### src/rtl/stereo_pkg.sv
// rtl/stereo_pkg.sv - shared types, mode encodings and clamp limits for the stereo de-matrix
package stereo_pkg;

  typedef enum logic {S_FILL, S_PUSH} state_t;

  localparam logic [1:0] MODE_BOTH  = 2'b00;
  localparam logic [1:0] MODE_LEFT  = 2'b01;
  localparam logic [1:0] MODE_RIGHT = 2'b10;

  // Limits are returned 64 bits wide; callers size-cast to their sample width.
  function automatic logic [63:0] SAT_MAX(input int w);
    return (64'd1 << (w - 1)) - 64'd1;
  endfunction

  function automatic logic [63:0] SAT_MIN(input int w);
    return 64'd1 << (w - 1);
  endfunction

endpackage

### src/rtl/stereo_matrix_fifo.sv
// rtl/stereo_matrix_fifo.sv - first-word-fall-through FIFO used on both sides of the de-matrix
module stereo_matrix_fifo #(
  parameter int DATA_SIZE  = 32,
  parameter int FIFO_DEPTH = 16
) (
  input  logic                 clock,
  input  logic                 reset,
  input  logic [DATA_SIZE-1:0] din,
  input  logic                 wr_en,
  output logic                 full,
  input  logic                 rd_en,
  output logic [DATA_SIZE-1:0] dout,
  output logic                 empty
);

  localparam int AW = $clog2(FIFO_DEPTH);
  localparam logic [AW:0] FULL_COUNT = (AW + 1)'(FIFO_DEPTH);

  logic [DATA_SIZE-1:0] mem_q [FIFO_DEPTH];
  logic [AW-1:0]        wr_ptr_q, rd_ptr_q;
  logic [AW:0]          count_q;
  logic                 do_wr, do_rd;

  assign full  = (count_q == FULL_COUNT);
  assign empty = (count_q == '0);
  assign do_wr = wr_en && !full;
  assign do_rd = rd_en && !empty;
  assign dout  = empty ? '0 : mem_q[rd_ptr_q];

  always_ff @(posedge clock) begin
    if (do_wr) mem_q[wr_ptr_q] <= din;
  end

  always_ff @(posedge clock or negedge reset) begin
    if (!reset) begin
      wr_ptr_q <= '0;
      rd_ptr_q <= '0;
      count_q  <= '0;
    end else begin
      if (do_wr) wr_ptr_q <= wr_ptr_q + 1'b1;
      if (do_rd) rd_ptr_q <= rd_ptr_q + 1'b1;
      if (do_wr && !do_rd)      count_q <= count_q + 1'b1;
      else if (do_rd && !do_wr) count_q <= count_q - 1'b1;
    end
  end

endmodule

### src/rtl/stereo_matrix_top.sv
// rtl/stereo_matrix_top.sv - FM stereo de-matrix: left = lpr + lmr, right = lpr - lmr
module stereo_matrix_top
  import stereo_pkg::*;
#(
  parameter int DATA_SIZE  = 32,
  parameter int FIFO_DEPTH = 16,
  parameter bit SATURATE   = 1'b1,
  parameter int CNT_WIDTH  = 16
) (
  input  logic                 clock,
  input  logic                 reset,
  input  logic [DATA_SIZE-1:0] lpr_din,
  input  logic                 lpr_wr_en,
  output logic                 lpr_full,
  input  logic [DATA_SIZE-1:0] lmr_din,
  input  logic                 lmr_wr_en,
  output logic                 lmr_full,
  input  logic [1:0]           mode,
  input  logic                 left_rd_en,
  output logic [DATA_SIZE-1:0] left_dout,
  output logic                 left_empty,
  input  logic                 right_rd_en,
  output logic [DATA_SIZE-1:0] right_dout,
  output logic                 right_empty,
  output logic [CNT_WIDTH-1:0] sample_count,
  output logic                 sat_flag
);

  logic [DATA_SIZE-1:0] lpr_data, lmr_data;
  logic                 lpr_empty, lmr_empty, left_full, right_full;
  logic                 pop, push, out_ready;
  logic [DATA_SIZE:0]   sum_ext, dif_ext;
  logic                 sat_hit;

  state_t               state_q;
  logic [DATA_SIZE-1:0] left_q, right_q;
  logic                 left_en_q, right_en_q;
  logic [CNT_WIDTH-1:0] count_q;
  logic                 sat_q;

  stereo_matrix_fifo #(.DATA_SIZE(DATA_SIZE), .FIFO_DEPTH(FIFO_DEPTH)) u_lpr_fifo (
    .clock(clock), .reset(reset), .din(lpr_din), .wr_en(lpr_wr_en), .full(lpr_full),
    .rd_en(pop), .dout(lpr_data), .empty(lpr_empty));

  stereo_matrix_fifo #(.DATA_SIZE(DATA_SIZE), .FIFO_DEPTH(FIFO_DEPTH)) u_lmr_fifo (
    .clock(clock), .reset(reset), .din(lmr_din), .wr_en(lmr_wr_en), .full(lmr_full),
    .rd_en(pop), .dout(lmr_data), .empty(lmr_empty));

  stereo_matrix_fifo #(.DATA_SIZE(DATA_SIZE), .FIFO_DEPTH(FIFO_DEPTH)) u_left_fifo (
    .clock(clock), .reset(reset), .din(left_q), .wr_en(push && left_en_q), .full(left_full),
    .rd_en(left_rd_en), .dout(left_dout), .empty(left_empty));

  stereo_matrix_fifo #(.DATA_SIZE(DATA_SIZE), .FIFO_DEPTH(FIFO_DEPTH)) u_right_fifo (
    .clock(clock), .reset(reset), .din(right_q), .wr_en(push && right_en_q), .full(right_full),
    .rd_en(right_rd_en), .dout(right_dout), .empty(right_empty));

  // A disabled output never blocks, so one-sided modes keep streaming.
  assign out_ready = (!left_en_q || !left_full) && (!right_en_q || !right_full);
  assign push      = (state_q == S_PUSH) && out_ready;
  assign pop       = !lpr_empty && !lmr_empty && ((state_q == S_FILL) || push);

  assign sum_ext = {lpr_data[DATA_SIZE-1], lpr_data} + {lmr_data[DATA_SIZE-1], lmr_data};
  assign dif_ext = {lpr_data[DATA_SIZE-1], lpr_data} - {lmr_data[DATA_SIZE-1], lmr_data};
  assign sat_hit = SATURATE && ((sum_ext[DATA_SIZE] ^ sum_ext[DATA_SIZE-1]) ||
                                (dif_ext[DATA_SIZE] ^ dif_ext[DATA_SIZE-1]));

  function automatic logic [DATA_SIZE-1:0] limit(input logic [DATA_SIZE:0] v);
    if (SATURATE && (v[DATA_SIZE] != v[DATA_SIZE-1]))
      return v[DATA_SIZE] ? DATA_SIZE'(SAT_MIN(DATA_SIZE)) : DATA_SIZE'(SAT_MAX(DATA_SIZE));
    return v[DATA_SIZE-1:0];
  endfunction

  always_ff @(posedge clock or negedge reset) begin
    if (!reset) begin
      state_q    <= S_FILL;
      left_q     <= '0;
      right_q    <= '0;
      left_en_q  <= 1'b1;
      right_en_q <= 1'b1;
      count_q    <= '0;
      sat_q      <= 1'b0;
    end else begin
      if (pop) begin
        left_q     <= limit(sum_ext);
        right_q    <= limit(dif_ext);
        left_en_q  <= (mode != MODE_RIGHT);
        right_en_q <= (mode != MODE_LEFT);
        count_q    <= count_q + 1'b1;
        if (sat_hit) sat_q <= 1'b1;
      end
      case (state_q)
        S_FILL:  if (pop) state_q <= S_PUSH;
        S_PUSH:  if (push && !pop) state_q <= S_FILL;
        default: state_q <= S_FILL;
      endcase
    end
  end

  assign sample_count = count_q;
  assign sat_flag     = sat_q;

endmodule

### config.mk
export PLATFORM = sky130hd
export DESIGN_NAME = stereo_matrix_top
export DESIGN_NICKNAME = d
export VERILOG_FILES = /design/src/rtl/stereo_pkg.sv /design/src/rtl/stereo_matrix_fifo.sv /design/src/rtl/stereo_matrix_top.sv
export SDC_FILE = /design/constraint.sdc
export NUM_CORES = 2
export LEC_CHECK = 0
export BUFFER_PORTS_ARGS = -buffer_cell sky130_fd_sc_hd__buf_2
export CORE_MARGIN = 2
export CORE_UTILIZATION = 50
export DETAILED_ROUTE_END_ITERATION = 7
export PLACE_DENSITY = 0.63
export SYNTH_ARGS = -nofsm -noshare
export SYNTH_HDL_FRONTEND = slang
export SYNTH_SLANG_ARGS = --single-unit
### constraint.sdc
create_clock -name clock -period 8 [get_ports clock]
set_input_delay 0.8 -clock clock [delete_from_list [all_inputs] [get_ports clock]]
set_output_delay 0.8 -clock clock [all_outputs]
set_load 0.02 [all_outputs]
==> results.json <==
{
  "crit_start": "u_lmr_fifo.rd_ptr_q[1]",
  "path_buf_inv": 1,
  "synth_ff_type": "edfxtp_1",
  "synth.area.top_cells": "edfxtp_1 70%, mux4_2 14%, dfrtp_1 3.8%",
  "fp-row-count": 153,
  "crit_cells": 18,
  "antenna_found_initial": 26,
  "path_cells": "nand2_2 > buf_4 > nor2_1 > nor2_1 > o21ai_0 > a21boi_0 > or3_1 > ha_1 > o211ai_1 > a21oi_1 > o211ai_1 > and4b_1 > o31a_1 > o21bai_1 > xnor2_1 > nor2_1 > o21ai_0 > o21ai_0",
  "grt_pass1_vias": 43465,
  "clk_latency_ns": 0.87,
  "core-area_sq_um": 174400,
  "synth_top_area_share_pct": 69.93,
  "dr.pass1.iters": 5,
  "cp-end-kind": "flip-flop",
  "synth_area_sq_um": 87950,
  "vias": 42966,
  "critical_path.top_delay_family": "simple AND/OR/NAND/NOR gates",
  "syn_nets": 4630,
  "synth-edff-count": 2048,
  "wl_per_cell_microns": 28.21,
  "tightest_slew_ns": 1.208,
  "max_freq_mhz": 148.5,
  "num-nets-final": 4879,
  "drv_cap": 0,
  "ys_top_cells_by_count": "2048 x edfxtp_1, 542 x mux4_2, 184 x nor2_1",
  "drc_errors": 0,
  "hpwl_microns": 116100,
  "start_kind": "flip-flop",
  "skew_ns": 0.04288,
  "synthCells": 4451,
  "antenna_left": 0,
  "viasPerCell": 5.958,
  "synth_most_common_cell": "edfxtp_1",
  "timing.final.crit_share_pct": 84.16,
  "clockRootBuffer": "clkbuf_16",
  "fin_crit_ns": 6.733,
  "crit_end": "right_q[6]",
  "reg2reg_to": "right_q[6]",
  "grt_pass1_wl_microns": 298200,
  "htree_levels": 4,
  "yosys.area.top_type": "edfxtp_1",
  "gp_congestion": 0.8905,
  "r2r_start": "u_lmr_fifo.rd_ptr_q[1]",
  "numCtsBuffers": 211,
  "initial_core_util_pct": 50.43,
  "status": "complete, no violations",
  "drive_above_1_share_pct": 24.93,
  "overflow": 0,
  "grt_setup_unrepaired": "no",
  "synth_area_per_cell_sq_um": 19.76,
  "die_h_microns": 423.4,
  "ys_async_sr_fraction_pct": 6.227,
  "hold_class": "input port to flip-flop",
  "synth_seq_cells": 2184,
  "slowest_delay_ns": 1.01,
  "synth.distinct_cells": 77,
  "cts.sinks": 2184,
  "min_path_cells": 2,
  "seq_area_frac_synth_pct": 73.80,
  "setup_viol": 0,
  "clk_pin_slew_ns": 0.06,
  "drt_iter0_markers": 4259,
  "place_area_sq_um": 92210,
  "worstRegToRegCells": 18,
  "grt_usage_pct": 22.80,
  "required_ns": 8.76,
  "rrSetupSlack_ns": 1.27,
  "slew_violations": 0,
  "die-area_sq_um": 179300,
  "cts_tree": "done",
  "area_delta_synth_final_pct": 12.47,
  "ioPinCount": 157,
  "fin_area_sq_um": 98910,
  "wirelength_microns": 203400,
  "grt_max_degree": 91,
  "chipWidth_microns": 423.4,
  "numPortBuffers": 156,
  "hold_violations": 0,
  "relSlewSlack_pct": 19.17,
  "arrival_ns": 7.49,
  "critPathSlowestCell": "nor2_1",
  "critPathKind": "flip-flop to flip-flop",
  "worst-path-max-fanout": 43,
  "final.setup.tns_ns": 0,
  "yosysWarnings": 0,
  "clockBufferDepth": 3
}
## placed cells by master (no fill, tap or decap), types with 59 or more instances in the layout
| master | instances |
|---|---|
| inv_1 | 83 |
| mux4_2 | 542 |
| a21oi_1 | 68 |
| clkbuf_1 | 59 |
| dfrtp_1 | 119 |
| buf_2 | 155 |
| mux2i_1 | 130 |
| xnor2_1 | 86 |
| o21ai_0 | 96 |
| nor2b_1 | 110 |
| nor2_1 | 144 |
| clkbuf_16 | 211 |
| buf_4 | 114 |
| ha_1 | 101 |
| edfxtp_1 | 2048 |
| nand2_1 | 149 |
## through the flow
step / worst slack, ns / util (%) / hold WS (ns) / std cells
after CTS: 1.280 / 56.71 / 0.2084 / 7207
after global placement: 1.424 / 52.88 / 0.4520 / 6811
after detailed placement: 1.331 / 52.88 / 0.4532 / 6811
final: 1.267 / 56.72 / 0.2471 / 7212
after global routing: 0.7094 / 56.71 / 0.2156 / 7209
after floorplan: 2.811 / - / 0.4426 / 4451
## cell families (layout without fill, tap and decap cells)
group	count (synthesis)	count (layout)	share of synthesized area, %
other	0	5	0
multiplexers	678	678	15.44
AND/OR/NAND/NOR	615	615	3.373
buffers and inverters	331	762	1.451
XOR/XNOR	113	113	1.134
flip-flops	2184	2184	73.80
AO/OA/AOI/OAI	405	405	3.026
adder cells (fa/ha/maj)	125	125	1.778
## routing by layer
layer	up-vias	track usage, %	part of all wire [%]
met5	-	0	0.070
li1	18536	-	-
met3	301	3.423	5.3
met4	22	5.617	2.0
met1	22882	32.43	43
met2	1225	37.42	50
## timing repair
item,in CTS,in global routing
gates resized for setup,0,0
hold buffers,1,0
buffers inserted,0,0
endpoints found under the hold margin,66,0
## registers in the layout (all words and copies together), names as in the netlist, 4 cells and up
| name | count |
|---|---|
| u_lpr_fifo.rd_ptr_q | 4 |
| right_q | 32 |
| u_left_fifo.mem_q | 512 |
| u_right_fifo.wr_ptr_q | 4 |
| u_lmr_fifo.wr_ptr_q | 4 |
| u_lpr_fifo.wr_ptr_q | 4 |
| left_q | 32 |
| u_right_fifo.rd_ptr_q | 4 |
| u_lpr_fifo.count_q | 5 |
| u_lmr_fifo.rd_ptr_q | 4 |
| u_lpr_fifo.mem_q | 512 |
| sample_count | 16 |
| u_left_fifo.wr_ptr_q | 4 |
| u_left_fifo.count_q | 5 |
| u_left_fifo.rd_ptr_q | 4 |
| u_right_fifo.mem_q | 512 |
| u_lmr_fifo.count_q | 5 |
| u_lmr_fifo.mem_q | 512 |
| u_right_fifo.count_q | 5 |
## cell type report
cell class,instances,area [sq um]
Fill cell,12880,75480
Tap cell,2325,2909
Clock inverter,120,1107
Antenna cell,5,12.51
Clock buffer,275,5570
Multi-Input combinational cell,1936,22240
Inverter,89,336.6
Timing Repair Buffer,278,1793
Sequential cell,2184,64940
## worst register-to-register path: stages, from the launching register on
cell and delay (ns):
dfrtp_4 0.80, nand2_2 0.78, buf_4 0.55, nor2_1 0.14, nor2_1 0.04, o21ai_0 0.11
a21boi_0 0.12, or3_1 0.48, ha_1 0.50, o211ai_1 0.13, a21oi_1 0.32, o211ai_1 0.18
and4b_1 0.27, o31a_1 0.28, o21bai_1 0.17, xnor2_1 0.28, nor2_1 1.01, o21ai_0 0.27
o21ai_0 0.19
## worst min-delay path by stage
stage	startpoint	to
final	mode[1]	left_en_q
after floorplan	right_en_q	right_en_q
after global placement	sample_count[15]	sample_count[15]
after CTS	mode[1]	left_en_q
after global routing	mode[1]	left_en_q
after detailed placement	right_en_q	right_en_q
Power is left out: the tool's default activity adds up to more than one toggle a clock period on the data nets, which glitch-free logic cannot reach.
